**src/rtl/seg_scan_ctrl_pkg.sv**
```systemverilog
// Shared types and constants for the two-digit seven-segment scan controller.
// Scan states, ASCII classification and the segment lookup table.
package seg_scan_ctrl_pkg;

  typedef enum logic [1:0] {
    BLANK_R,
    SHOW_R,
    BLANK_L,
    SHOW_L
  } scan_st_e;

  typedef enum logic [1:0] {
    CH_HEX,
    CH_EOL,
    CH_BAD
  } ch_kind_e;

  localparam logic [7:0] ASC_0  = 8'h30;
  localparam logic [7:0] ASC_UA = 8'h41;
  localparam logic [7:0] ASC_LA = 8'h61;
  localparam logic [7:0] ASC_LF = 8'h0A;
  localparam logic [7:0] ASC_CR = 8'h0D;

  // {g,f,e,d,c,b,a}, active-high
  localparam logic [6:0] SEG_TAB [0:15] = '{
    7'h3F, 7'h06, 7'h5B, 7'h4F,
    7'h66, 7'h6D, 7'h7D, 7'h07,
    7'h7F, 7'h6F, 7'h77, 7'h7C,
    7'h39, 7'h5E, 7'h79, 7'h71
  };

  function automatic ch_kind_e ch_kind(input logic [7:0] c);
    ch_kind_e k;
    k = CH_BAD;
    if (c >= ASC_0 && c <= ASC_0 + 8'd9)
      k = CH_HEX;
    else if (c >= ASC_UA && c <= ASC_UA + 8'd5)
      k = CH_HEX;
    else if (c >= ASC_LA && c <= ASC_LA + 8'd5)
      k = CH_HEX;
    else if (c == ASC_LF || c == ASC_CR)
      k = CH_EOL;
    return k;
  endfunction

  function automatic logic [3:0] ch_nib(input logic [7:0] c);
    logic [7:0] d;
    if (c <= ASC_0 + 8'd9)
      d = c - ASC_0;
    else if (c <= ASC_UA + 8'd5)
      d = c - ASC_UA + 8'd10;
    else
      d = c - ASC_LA + 8'd10;
    return d[3:0];
  endfunction

endpackage

```
**src/rtl/seg_scan_ctrl_hex_to_seg.sv**
```systemverilog
// Combinational hex nibble to seven-segment pattern encoder.
// Output is active-high {g,f,e,d,c,b,a}.
module hex_to_seg
  import seg_scan_ctrl_pkg::*;
(
  input  logic [3:0] i_nib,
  output logic [6:0] o_seg
);

  assign o_seg = SEG_TAB[i_nib];

endmodule

```
**src/rtl/seg_scan_ctrl.sv**
```systemverilog
// Two-digit seven-segment scan controller with blanking between digits.
// Bytes arrive over valid/ready and commit only at digit blanking.
module seg_scan_ctrl
  import seg_scan_ctrl_pkg::*;
#(
  parameter int REFRESH_CYC = 100000,
  parameter int BLANK_CYC   = 1000
) (
  input  logic       CLK100MHZ,
  input  logic       ck_rstn,
  input  logic [7:0] rx_data,
  input  logic       rx_valid,
  output logic       rx_ready,
  output logic [6:0] seg,
  output logic       digit,
  output logic [3:0] led
);

  localparam int MAXC = (REFRESH_CYC > BLANK_CYC) ? REFRESH_CYC : BLANK_CYC;
  localparam int CW   = (MAXC > 1) ? $clog2(MAXC) : 1;

  scan_st_e    r_state;
  scan_st_e    w_nxt;
  logic [CW-1:0] r_cnt;
  logic [CW-1:0] w_lim;
  logic        w_last;
  logic        w_show;
  logic        w_take;
  logic        w_commit;
  logic        r_pending;
  logic [7:0]  r_byte;
  logic [3:0]  r_buf_l;
  logic [3:0]  r_buf_r;
  logic [3:0]  w_sel;
  logic [6:0]  w_enc;

  assign w_show = (r_state == SHOW_R) || (r_state == SHOW_L);
  assign w_lim  = w_show ? CW'(REFRESH_CYC - 1) : CW'(BLANK_CYC - 1);
  assign w_last = (r_cnt == w_lim);
  assign w_take = rx_valid && rx_ready;
  // Leaving a SHOW state means entering a BLANK state: safe to swap digits.
  assign w_commit = w_last && w_show && r_pending;

  always_comb begin
    w_nxt = r_state;
    if (w_last) begin
      case (r_state)
        BLANK_R: w_nxt = SHOW_R;
        SHOW_R:  w_nxt = BLANK_L;
        BLANK_L: w_nxt = SHOW_L;
        default: w_nxt = BLANK_R;
      endcase
    end
  end

  assign w_sel = (w_nxt == SHOW_L) ? r_buf_l : r_buf_r;

  hex_to_seg u_enc (
    .i_nib (w_sel),
    .o_seg (w_enc)
  );

  always_ff @(posedge CLK100MHZ or negedge ck_rstn) begin
    if (!ck_rstn) begin
      r_state   <= BLANK_R;
      r_cnt     <= '0;
      r_pending <= 1'b0;
      r_byte    <= '0;
      r_buf_l   <= '0;
      r_buf_r   <= '0;
      rx_ready  <= 1'b1;
      seg       <= '0;
      digit     <= 1'b0;
      led       <= '0;
    end else begin
      r_state <= w_nxt;
      r_cnt   <= w_last ? '0 : r_cnt + 1'b1;
      digit   <= (w_nxt == BLANK_L) || (w_nxt == SHOW_L);
      seg     <= (w_nxt == SHOW_R || w_nxt == SHOW_L) ? w_enc : '0;
      if (w_take) begin
        r_pending <= 1'b1;
        r_byte    <= rx_data;
        rx_ready  <= 1'b0;
      end else if (w_commit) begin
        r_pending <= 1'b0;
        rx_ready  <= 1'b1;
        case (ch_kind(r_byte))
          CH_HEX: begin
            r_buf_l  <= r_buf_r;
            r_buf_r  <= ch_nib(r_byte);
            led[2:0] <= led[2:0] + 3'd1;
            led[3]   <= 1'b0;
          end
          CH_BAD:  led[3] <= 1'b1;
          default: ;
        endcase
      end
    end
  end

endmodule

```
**config.mk**
```make
export PLATFORM = sky130hd
export DESIGN_NAME = seg_scan_ctrl
export DESIGN_NICKNAME = d
export VERILOG_FILES = /design/src/rtl/seg_scan_ctrl_pkg.sv /design/src/rtl/seg_scan_ctrl_hex_to_seg.sv /design/src/rtl/seg_scan_ctrl.sv
export SDC_FILE = /design/constraint.sdc
export NUM_CORES = 1
export LEC_CHECK = 0
export BUFFER_PORTS_ARGS = -buffer_cell sky130_fd_sc_hd__buf_2
export CAP_MARGIN = 20
export CORE_MARGIN = 2
export CORE_UTILIZATION = 30
export CTS_BUF_LIST = sky130_fd_sc_hd__clkbuf_2
export CTS_CLUSTER_DIAMETER = 40
export DETAILED_ROUTE_END_ITERATION = 8
export PLACE_DENSITY_LB_ADDON = 0.3
export SKIP_LAST_GASP = 1
export SYNTH_ARGS = -nofsm -noshare
export SYNTH_HDL_FRONTEND = slang
export SYNTH_HIERARCHICAL = 1
export SYNTH_SLANG_ARGS = --single-unit
```
**constraint.sdc**
```tcl
create_clock -name CLK100MHZ -period 8.7 [get_ports CLK100MHZ]
set_input_delay 0.87 -clock CLK100MHZ [delete_from_list [all_inputs] [get_ports CLK100MHZ]]
set_output_delay 0.87 -clock CLK100MHZ [all_outputs]
set_load 0.02 [all_outputs]
```
* Yosys cells after proc, flatten, opt, wreduce, memory -nomap -nowiden
Memories as Yosys holds them, arrays and structs flattened.
Cells that the tools add are included.
** Word-level totals
- Bits in registers :: 49
- Memory bits (read-only) :: 112
- Bits of input ports :: 11
- Output and inout port bits :: 13
- Logic and storage cells :: 75
- Memories :: 1
** Memories
- (no name shown) :: depth 16, width 7, rd ports 1, clocked after memory_dff 0, wr ports 0, line seg_scan_ctrl_hex_to_seg.sv:10 : assign o_seg = SEG_TAB[i_nib];
** Cells by class
- Add/subtract/negate cells :: 7
- Order comparisons :: 7
- Equal/unequal tests :: 10
- Multiplexer cells :: 21
- Bitwise operators :: 2
- Reductions and logical operators :: 16
** Operators by type and width (count)
- 17-bit 2-to-1 mux :: 2
- 7-bit 2-to-1 mux :: 3
- 17-bit by 1-bit adder with 17-bit output (second input constant) :: 1
- 17-bit equality test :: 1
- 8-bit by 4-bit equality test with 1-bit output (second input constant) :: 2
- 8-bit by 7-bit >= comparator with 1-bit output (second input constant) :: 2
- 8-bit by 7-bit less-or-equal comparator with 1-bit output (second input constant) :: 2
- 2-bit 2-to-1 mux :: 7
- 4-bit 2-to-1 mux :: 3
- 4-bit by 1-bit subtractor with 4-bit output (second input constant) :: 3
- 2-bit equality test (second input constant) :: 5
- 4-bit adder (second input constant) :: 2
- 8-bit by 6-bit >= comparator with 1-bit output (second input constant) :: 1
- 8-bit by 6-bit less-or-equal comparator with 1-bit output (second input constant) :: 1
- 1-bit logical AND :: 6
- 2-bit one-hot mux with 3 select lines :: 1
- 3-bit AND reduction :: 2
- 5-bit >= comparator (second input constant) :: 1
- 4-bit NOT with 5-bit output :: 1
- 2-bit by 1-bit equality test with 1-bit output (second input constant) :: 2
- 2-bit zero test :: 2
- 1-bit logical OR :: 4
- 1-bit 2-to-1 mux :: 4
- 2-bit nonzero test :: 2
- other kinds (3) :: 3

* Longest topological paths before layout
Gate-level depths: netlist of run 1.
- Depth in word-level cells :: 12
- Depth in mapped cells :: 12
- Depth with buffers taken out :: 12

* Hierarchy
Netlist of run 1, hierarchy kept.
** Modules (own cells, without submodules)
- seg_scan_ctrl :: times used 1, cells an instance 207, area each 2352.3 µm², seq. area each 1227.4 µm²
- hex_to_seg :: times used 1, cells an instance 33, area each 290.3 µm², seq. area each 0.0 µm²

* Worst setup path before layout of run 1
OpenSTA, ideal clock, no wires.
- Kind :: register to register
- Start point :: register r_cnt[5]
- End point :: register seg[3]
- Library setup time :: 0.140 ns
- Arrival :: 3.196 ns
- Required time :: 8.560 ns
- Setup slack :: 5.364 ns
- Cell stages (with the launch flop) :: 11
- Path buffers :: 0
- Clock period less this slack :: 3.336 ns
- Path through :: dfrtp_1 -> or4b_1 -> or3_4 -> a21oi_1 -> mux2i_1 -> mux2_2 -> inv_1 -> ha_1 -> inv_1 -> mux4_1 -> nor2b_1
** On the way
- Cells in the longest elaborated chain, start to end :: 9
- Elaborated cells between the ends (all ways) :: 11
- Those cells by class :: eq/ne: 3; mux: 5; bitwise: 1; reduce/logical: 1; memory: 1
** Ends and longest elaborated chain
- from (decl) :: line seg_scan_ctrl.sv:24 : logic [CW-1:0] r_cnt;
- from (signal assigned) :: line seg_scan_ctrl.sv:77 : r_cnt <= w_last ? '0 : r_cnt + 1'b1;
- 17-bit equality test :: line seg_scan_ctrl.sv:39 : assign w_last = (r_cnt == w_lim);
- 2-bit 2-to-1 mux :: line seg_scan_ctrl.sv:46 : if (w_last) begin
- 2-bit equality test :: line seg_scan_ctrl.sv:56 : assign w_sel = (w_nxt == SHOW_L) ? r_buf_l : r_buf_r;
- 4-bit 2-to-1 mux :: line seg_scan_ctrl.sv:56
- named net w_sel[1] :: line seg_scan_ctrl.sv:34 : logic [3:0] w_sel;
- 4-bit NOT with 5-bit output (not written as such) :: line seg_scan_ctrl_hex_to_seg.sv:10
- memory read 16 x 7 bit
- 7-bit 2-to-1 mux (not written as such) (2 in a row) :: line seg_scan_ctrl_hex_to_seg.sv:10
- named net w_enc[3] :: line seg_scan_ctrl.sv:35 : logic [6:0] w_enc;
- 7-bit 2-to-1 mux :: line seg_scan_ctrl.sv:79 : seg <= (w_nxt == SHOW_R || w_nxt == SHOW_L) ? w_enc : '0;
- to (signal assigned) :: line seg_scan_ctrl.sv:79
- to (decl) :: line seg_scan_ctrl.sv:14 : output logic [6:0] seg,
The timed path passes the listed nets, and every way through them passes these cells. The select of a mux whose other input is x is not followed.
A chain may end at the register's enable or synchronous reset.

* Worst setup path in the final report of run 1
Ends and elaborated chain as after synthesis.

==> reports/results.md, run 1 <==
| Quantity | Value |
| --- | --- |
| Outcome | complete, no violations |
| Clk_skew | 0.0215 ns |
| Count of cell types in the netlist | 44 |
| Synth Register Bits | 49 |
| Final slew viol count | 0 |
| Clk slew on worst S/H paths | 0.25 ns |
| Synthesis Warnings | 6 |
| Routed wire per std cell | 12.6 µm |
| Total power divided by cell area | 122 nW/µm² |
| Final antenna-violating net count | 0 |
| Setup crit end kind | flop |
| GR Overflow Total | 0 |
| Critical path type | reg -> reg |
| Final period utilization | 41.9% |
| Required arrival time at the worst endpoint | 9.00 ns |
| Hold-fix buffers, CTS | 0 |
| Seq/Total Area, Yosys | 46.4% |
| Slew margin rel. | 52.4% |
| Clock latency on the worst-skew pair | 0.42 ns |
| Detailed Route Iter0 Violations | 74 |
| HPWL reported at the end of detailed placement | 3510 µm |
| Count of buffers from port buffering | 23 |
| Initial Utilization | 30.6% |
| Data arrival time at the worst-slack endpoint | 3.95 ns |
| Count of maximum capacitance violations | 0 |
| Final WS setup | 5.05 ns |
| Maximum operating frequency | 0.274 GHz |
| Setup WS pre-CTS | 5.06 ns |
| Setup TNS | 0 ns |
| Via count of the routed design | 1,765 |
| Core Util, Final | 33.8% |
| Mapped Avg Cell Area | 11.0 µm² |
| Die outline area | 9580 µm² |
| Final hold violations | 0 |
| Leakage power total | 1.34 nW |
| Largest cells by area after synthesis | sky130_fd_sc_hd__dfrtp_1, sky130_fd_sc_hd__mux2_2, sky130_fd_sc_hd__ha_1, sky130_fd_sc_hd__xor2_1, sky130_fd_sc_hd__xnor2_1 |
| Fraction of post-synthesis cell area in the top cell type by area | 45.5% |
| Count of buffers added by post-CTS timing repair for setup | 0 |
| Drt pass-1 iters | 6 |
| Largest net degree at the start of global routing | 50 |
| Antenna violations before repair | 0 |
| Residual DRC | 0 |
| Nature of the critical path startpoint | flop |
| Class of the tightest hold or removal check | in -> async |
| Number of buffers inserted during clock tree synthesis | 5 |
| Core Box Area | 8640 µm² |
| CTS Root Cell | sky130_fd_sc_hd__clkbuf_2 |
| Die outline width | 97.9 µm |
| First-pass GRT wire length | 8440 µm |
| Count of cells along the worst register-to-register path | 10 |
| Number of global-route vias before repair | 1,778 |
| Final #Nets | 294 |
| Placed cell area | 2860 µm² |
| Worst-case vdd ir drop | 0.0407 mV |
| Number of diodes | 0 |
| Routability-driven placement congestion ratio | 0.825 |
| Share of cells above drive strength 1 | 23.6% |
| Setup repair after global routing missed its margin | false |
| Total global-route track usage | 10.7% |
| Routed vias/inst | 4.71 |
| Number of cells upsized or downsized after cts | 0 |
| Cell accounting for the most synthesized area | sky130_fd_sc_hd__dfrtp_1 |
| Deepest clock path buffer count | 2 |
| Growth of design area from synthesis to finish | 10.5% |
| IO Pins | 24 |
| Crit Path Max Fanout | 7 |
| Placement Rows | 34 |
| Total wirelength of the detailed-routed design | 4710 µm |
| Number of sinks driven by the clock tree | 49 |
| Syn nets | 268 |
| Number of standard cells after synthesis | 240 |
| Time the final worst path needs with I/O delays and setup | 3.65 ns |
| TritonCTS clock tree | built |
| H-tree level count | 2 |
| Die boundary height | 97.9 µm |
| Final setup fails | 0 |
| Area of the mapped netlist | 2640 µm² |
| Final instance area | 2920 µm² |
| Worst Tran Pin Value | 0.714 ns |
-- state kept, by name, summed over array words and instances (netlist names) --
signal	flops
r_cnt	17
r_byte	8
seg	7
led	4
r_buf_l	4
r_buf_r	4
r_state	2
digit	1
r_pending	1
rx_ready	1
-- through the flow --
stage	std cells	power (mW)	hold WS, ns
2_1_floorplan	240	0.257	0.455
3_3_place_gp	366	0.268	0.464
3_5_place_dp	366	0.268	0.469
4_1_cts	374	0.364	0.497
5_1_grt	375	0.378	0.292
6_report	375	0.357	0.317
-- placed cells by master, fill, tap and decap left out, drive strengths merged, types with 2 or more instances in the layout --
cell | Yosys | routed
nor4b | 2 | 2
mux2i | 5 | 5
clkbuf | 1 | 7
ha | 17 | 17
a211oi | 3 | 3
mux2 | 22 | 22
dfrtp | 48 | 48
xor2 | 10 | 10
xnor2 | 8 | 8
nor3 | 4 | 4
nor2b | 11 | 11
nor4 | 2 | 2
nor2 | 18 | 18
inv | 15 | 15
nand4 | 9 | 9
nand3 | 8 | 8
or4b | 2 | 2
a21oi | 4 | 4
o21ai | 9 | 9
or2 | 2 | 2
nand2 | 17 | 17
a41oi | 2 | 2
buf | 4 | 24
-- worst max-delay path, stage by stage, from the launching register on --
cell and delay, ns:
sky130_fd_sc_hd__dfrtp_1 0.50, sky130_fd_sc_hd__or4b_1 0.56, sky130_fd_sc_hd__or3_4 0.37, sky130_fd_sc_hd__a21oi_1 0.18, sky130_fd_sc_hd__mux2i_1 0.42, sky130_fd_sc_hd__mux2_2 0.44
sky130_fd_sc_hd__inv_1 0.13, sky130_fd_sc_hd__ha_1 0.24, sky130_fd_sc_hd__inv_1 0.06, sky130_fd_sc_hd__mux4_1 0.48, sky130_fd_sc_hd__nor2b_1 0.14
-- worst paths after layout --
kind	to	start	slack, ns
setup / recovery	seg[3]$_DFF_PN0_	r_cnt[5]$_DFF_PN0_	5.05
hold / removal	r_cnt[12]$_DFF_PN0_	ck_rstn	0.32
setup reg to reg	seg[3]$_DFF_PN0_	r_cnt[5]$_DFF_PN0_	5.05
hold reg to reg	led[2]$_DFFE_PN0P_	led[2]$_DFFE_PN0P_	0.49
max in group asynchronous	r_buf_l[0]$_DFFE_PN0P_	ck_rstn	7.86
min in group CLK100MHZ	led[2]$_DFFE_PN0P_	led[2]$_DFFE_PN0P_	0.49
-- synth_stat cells --
master,n
sky130_fd_sc_hd__or4b_2,1
sky130_fd_sc_hd__o31ai_1,1
sky130_fd_sc_hd__o32a_1,1
sky130_fd_sc_hd__buf_6,2
sky130_fd_sc_hd__or2b_1,1
sky130_fd_sc_hd__nor3_1,4
sky130_fd_sc_hd__nand3b_1,1
sky130_fd_sc_hd__o31a_1,1
sky130_fd_sc_hd__mux2_4,1
sky130_fd_sc_hd__a211oi_4,1
sky130_fd_sc_hd__a21oi_1,4
sky130_fd_sc_hd__clkbuf_1,1
sky130_fd_sc_hd__mux2i_1,5
sky130_fd_sc_hd__o22ai_1,1
sky130_fd_sc_hd__xnor2_1,8
sky130_fd_sc_hd__or4b_1,1
sky130_fd_sc_hd__a41oi_1,2
sky130_fd_sc_hd__buf_2,2
sky130_fd_sc_hd__ha_1,17
sky130_fd_sc_hd__or3_4,1
sky130_fd_sc_hd__nand2b_1,1
sky130_fd_sc_hd__and3_1,1
sky130_fd_sc_hd__xor2_1,10
sky130_fd_sc_hd__dfrtp_1,48
sky130_fd_sc_hd__mux2_2,21
sky130_fd_sc_hd__o21a_1,1
sky130_fd_sc_hd__a211oi_1,2
sky130_fd_sc_hd__a31o_2,1
sky130_fd_sc_hd__o21bai_1,1
sky130_fd_sc_hd__or2_2,2
sky130_fd_sc_hd__nor2_1,18
sky130_fd_sc_hd__nor2b_1,11
sky130_fd_sc_hd__nand3_1,8
sky130_fd_sc_hd__dfstp_2,1
sky130_fd_sc_hd__mux4_1,1
sky130_fd_sc_hd__o21ai_0,9
sky130_fd_sc_hd__nor4_1,2
sky130_fd_sc_hd__o2111ai_2,1
sky130_fd_sc_hd__nand4_1,9
sky130_fd_sc_hd__nand2_1,17
sky130_fd_sc_hd__inv_1,15
sky130_fd_sc_hd__a31oi_1,1
sky130_fd_sc_hd__or4_4,1
sky130_fd_sc_hd__nor4b_1,2
-- cell type report --
cell class | count | area [µm²]
sequential | 49 | 1230
fill | 872 | 5720
multi-input combinational | 171 | 1320
clock inverter | 1 | 7.51
timing repair buffer | 24 | 135
tap | 108 | 135
inverter | 15 | 56.3
clock buffer | 7 | 35.0
-- power breakdown --
| part | internal [mW] | switching (mW) | leakage, nW |
|---|---|---|---|
| combinational | 0.0128 | 0.0134 | 0.664 |
| sequential | 0.233 | 0.00554 | 0.649 |
| clock | 0.0222 | 0.0707 | 0.0292 |
-- layer usage --
metal  part of all wire [%]  track usage [%]
met3                    2.1             2.15
met4                    1.5             3.53
met1                     47             14.1
met5                      0                0
met2                     50             17.7
-- logic make-up (layout without fill, tap and decap cells) --
group,Yosys count,count (layout),share of synthesized area [%]
AOI/OAI and AO/OA,27,27,7.39
and+or+nand+nor,81,81,16.2
xor gates and xnor gates,18,18,5.97
buffers and inverters,20,47,3.50
adders and majority gates,17,17,8.05
DFF,49,49,46.4
muxes,28,28,12.4
Note: power is estimated with default switching activity, not from simulation.
==> run 2: changes to the inputs <==
- ABC_AREA: default -> 1
- clock period: 8.7 -> 3.76 ns (I/O delays scaled with it)
==> run 2 against run 1 <==
Compared with the run above: the flow now finishes with violations (hold timing); combinational power up 120%; global-route usage grew 0.85 points; count of clock-buffer cells in the layout is 2 lower; area after synthesis up 12%; via count rose by 31%; hold slack worse by 0.34 ns; highest routed layer unchanged.
==> reports/results.md, run 2 <==
| Quantity | Value |
| --- | --- |
| Placed Instances | 523 |
| Routed vias/inst | 4.37 |
| Antenna violations before repair | 0 |
| Total wirelength of the detailed-routed design | 5450 µm |
| Routability-driven placement congestion ratio | 0.829 |
| Final period utilization | 72.8% |
| Number of diodes | 0 |
| CTS Root Cell | sky130_fd_sc_hd__clkbuf_2 |
| Count of buffers from port buffering | 23 |
| Die outline width | 103 µm |
| Commonest cells after routing, fill and taps aside | sky130_fd_sc_hd__nand2_1, sky130_fd_sc_hd__inv_1, sky130_fd_sc_hd__dfrtp_1 |
| Total global-route track usage | 11.6% |
| Largest cells by area after synthesis | sky130_fd_sc_hd__dfrtp_1, sky130_fd_sc_hd__nand2_1, sky130_fd_sc_hd__ha_1, sky130_fd_sc_hd__inv_1, sky130_fd_sc_hd__nor2_1 |
| Data arrival time at the worst-slack endpoint | 3.11 ns |
| IO Pins | 24 |
| Number of cells upsized or downsized after cts | 0 |
| Synthesized-area fraction occupied by ao, oa, aoi and oai cells | 6.58% |
| Fraction of post-synthesis cell area in the top cell type by area | 40.8% |
| Area share of and/or/nand/nor cells after synthesis | 32.1% |
| Clk_skew | 0.0235 ns |
| Setup crit end kind | flop |
| Critical R2R Launch | r_state[1]$_DFF_PN0_ |
| Register name with the most flops | r_cnt |
| Most common cell after layout, fill and taps aside | sky130_fd_sc_hd__nand2_1 |
| Largest net degree at the start of global routing | 50 |
| Initial Utilization | 30.6% |
| Die outline area | 10,600 µm² |
| Outcome | finished with violations |
| FF-to-FF setup slack | 1.02 ns |
| Setup repair after global routing missed its margin | false |
| Dominant combinational cell family by area after synthesis | simple AND/OR/NAND/NOR gates |
| Registers with the most flip-flops | r_cnt x17, r_byte x8, seg x7 |
| Worst Tran Pin Value | 0.624 ns |
| Number of buffers inserted during clock tree synthesis | 5 |
| Clk slew on worst S/H paths | 0.26 ns |
| Post-synthesis mux area share | 1.15% |
| Cell accounting for the most synthesized area | sky130_fd_sc_hd__dfrtp_1 |
| Post-synthesis share of cell area spent on full adders, half adders and majority gates | 7.22% |
| Crit Path Max Fanout | 6 |
| Deepest clock path buffer count | 2 |
| Largest register FFs | 17 |
| Via count of the routed design | 2,319 |
| Seq/Total Area, Yosys | 41.7% |
| Setup TNS | 0 ns |
| Clock latency on the worst-skew pair | 0.43 ns |
| Final #Nets | 425 |
| Worst-case vdd ir drop | 0.154 mV |
| Capture instance of the worst register-to-register path | seg[3]$_DFF_PN0_ |
| Sw frac | 22.8% |
| Leading post-synthesis cells by instance count | sky130_fd_sc_hd__nand2_1, sky130_fd_sc_hd__inv_1, sky130_fd_sc_hd__dfrtp_1, sky130_fd_sc_hd__nor2_1, sky130_fd_sc_hd__nand3_1 |
| Number of sinks driven by the clock tree | 49 |
| Required arrival time at the worst endpoint | 4.13 ns |
| Count of cells along the worst register-to-register path | 21 |
| Synthesis Warnings | 6 |
| Relative contribution of combinational cells to total power | 6.1% |
| Count of cell types in the netlist | 36 |
| Maximum operating frequency | 0.365 GHz |
| Number of global-route vias before repair | 2,229 |
| GR Overflow Total | 0 |
| Residual DRC | 0 |
| Routed wire per std cell | 10.3 µm |
| Fillcell total | 1,033 |
| Count of buffers added by post-CTS timing repair for setup | 0 |
| HPWL reported at the end of detailed placement | 4160 µm |
| Die boundary height | 103 µm |
| Total power divided by cell area | 290 nW/µm² |
| Nature of the critical path startpoint | flop |
| Placed cell area | 3190 µm² |
| Number of standard cells after synthesis | 371 |
| Internal power of the cells | 0.736 mW |
| Leading cell type by number of instances after synthesis | sky130_fd_sc_hd__nand2_1 |
| Share of the synthesized netlist area taken by xor and xnor gates | 1.78% |
| Hold-fix buffers, CTS | 0 |
| WHS | -0.0211 ns |
| Top flip-flop cell by instance count after synthesis | sky130_fd_sc_hd__dfrtp_1 |
| Growth of design area from synthesis to finish | 11.5% |
| Clock network fraction of total power | 36.7% |
| Count of flip-flops with a built-in enable after synthesis | 0 |
| Area of the mapped netlist | 2950 µm² |
| Post-Layout Cell Count | 531 |
| Failing checks | hold timing |
| Power spent charging and discharging nets | 0.218 mW |
| Drt pass-1 iters | 4 |
| Asr flop ratio synth | 100% |
| Slew margin rel. | 58.4% |
| Final hold violations | 4 |
| Time the final worst path needs with I/O delays and setup | 2.74 ns |
| Final slew viol count | 0 |
| Critical path type | reg -> reg |
| Mapped Avg Cell Area | 7.94 µm² |
| Detailed Route Iter0 Violations | 115 |
| Count of maximum capacitance violations | 0 |
| Synth Register Bits | 49 |
| Syn nets | 399 |
| Final setup fails | 0 |
| First-pass GRT wire length | 9920 µm |
| Core Util, Final | 34.1% |
| Leakage power total | 1.77 nW |
| Share of cells above drive strength 1 | 16.8% |
| Placement Rows | 36 |
| Sequential cell fraction of total power | 57.2% |
| Final instance area | 3280 µm² |
| Class of the tightest hold or removal check | in -> async |
| H-tree level count | 2 |
| Final antenna-violating net count | 0 |
| Core Box Area | 9640 µm² |
| TritonCTS clock tree | built |
run 2: changes by cell type in the layout (fill, tap and decap cells not counted), sizes merged, moves of 3 or more:
cell    change
mux2       -19
o21ai      +11
nor2       +26
inv        +46
xnor2       -6
a211oi      -3
mux2i       -5
nand3      +22
nor2b      -11
xor2        -6
nor3        +3
nand2      +82
a21oi       +9
run 2: stage by stage:
step / power (mW) / hold slack [ns] / worst slack, ns
after global routing: 1.00 / 0.0101 / 0.617
final: 0.954 / -0.0211 / 1.02
after detailed placement: 0.614 / 0.480 / 1.08
after global placement: 0.613 / 0.472 / 1.13
after CTS: 0.973 / 0.00330 / 1.02
after floorplan: 0.589 / 0.0804 / 1.35
run 2: critical path: stages, from the launching register on:
cell                      delay [ns]
sky130_fd_sc_hd__dfrtp_1        0.45
sky130_fd_sc_hd__inv_1          0.08
sky130_fd_sc_hd__ha_1           0.23
sky130_fd_sc_hd__inv_1          0.08
sky130_fd_sc_hd__nand2_2        0.09
sky130_fd_sc_hd__nand2_1        0.07
sky130_fd_sc_hd__nand2_1        0.05
sky130_fd_sc_hd__nor2_1         0.13
sky130_fd_sc_hd__nand3_1        0.13
sky130_fd_sc_hd__nand2_1        0.20
sky130_fd_sc_hd__nand2_8        0.09
sky130_fd_sc_hd__nand2_4        0.09
sky130_fd_sc_hd__nand2_1        0.05
sky130_fd_sc_hd__nand2_1        0.15
sky130_fd_sc_hd__inv_1          0.12
sky130_fd_sc_hd__ha_1           0.29
sky130_fd_sc_hd__nand2_1        0.06
sky130_fd_sc_hd__o21ai_0        0.08
sky130_fd_sc_hd__nand2_1        0.06
sky130_fd_sc_hd__nand2_1        0.06
sky130_fd_sc_hd__inv_1          0.03
sky130_fd_sc_hd__nor2_1         0.11
run 2: metal layers:
layer / share of wire, % / track usage (%)
met1: 51 / 16.8
met5: 0 / 0
met4: 1.1 / 3.24
met3: 3.8 / 2.31
met2: 45 / 17.5
run 2: kinds of logic after synthesis:
kind of cell / count (synthesis)
muxes: 3
DFF: 49
buffers and inverters: 67
xor gates and xnor gates: 6
adders and majority gates: 17
and+or+nand+nor: 194
AOI/OAI and AO/OA: 35
run 2: area by class of cell:
class / instances / area (µm²) / area share, %
Inverter: 62 / 238 / 7.24
Timing Repair Buffer: 24 / 123 / 3.73
Clock buffer: 5 / 25.0 / 0.762
Tap cell: 133 / 166 / 5.07
Multi-Input combinational cell: 255 / 1440 / 43.8
Clock inverter: 3 / 65.1 / 1.98
Sequential cell: 49 / 1230 / 37.4
run 2: power by group through the flow:
| stage | Sequential (mW) | Clock (mW) | Combinational, mW |
|---|---|---|---|
| 3_3_place_gp | 0.554 | 0 | 0.0589 |
| 6_report | 0.546 | 0.350 | 0.0578 |
| 2_1_floorplan | 0.552 | 0 | 0.0365 |
| 3_5_place_dp | 0.555 | 0 | 0.0596 |
| 5_1_grt | 0.548 | 0.387 | 0.0693 |
| 4_1_cts | 0.546 | 0.367 | 0.0600 |
run 2: worst max path at each step:
| stage | start | to | slack [ns] |
|---|---|---|---|
| after floorplan | r_state[1]$_DFF_PN0_ | seg[3]$_DFF_PN0_ | 1.35 |
| after global placement | r_state[1]$_DFF_PN0_ | seg[3]$_DFF_PN0_ | 1.13 |
| after detailed placement | r_state[1]$_DFF_PN0_ | seg[3]$_DFF_PN0_ | 1.08 |
| after CTS | r_state[1]$_DFF_PN0_ | seg[3]$_DFF_PN0_ | 1.02 |
| after global routing | r_state[1]$_DFF_PN0_ | seg[3]$_DFF_PN0_ | 0.62 |
| final | r_state[1]$_DFF_PN0_ | seg[3]$_DFF_PN0_ | 1.02 |
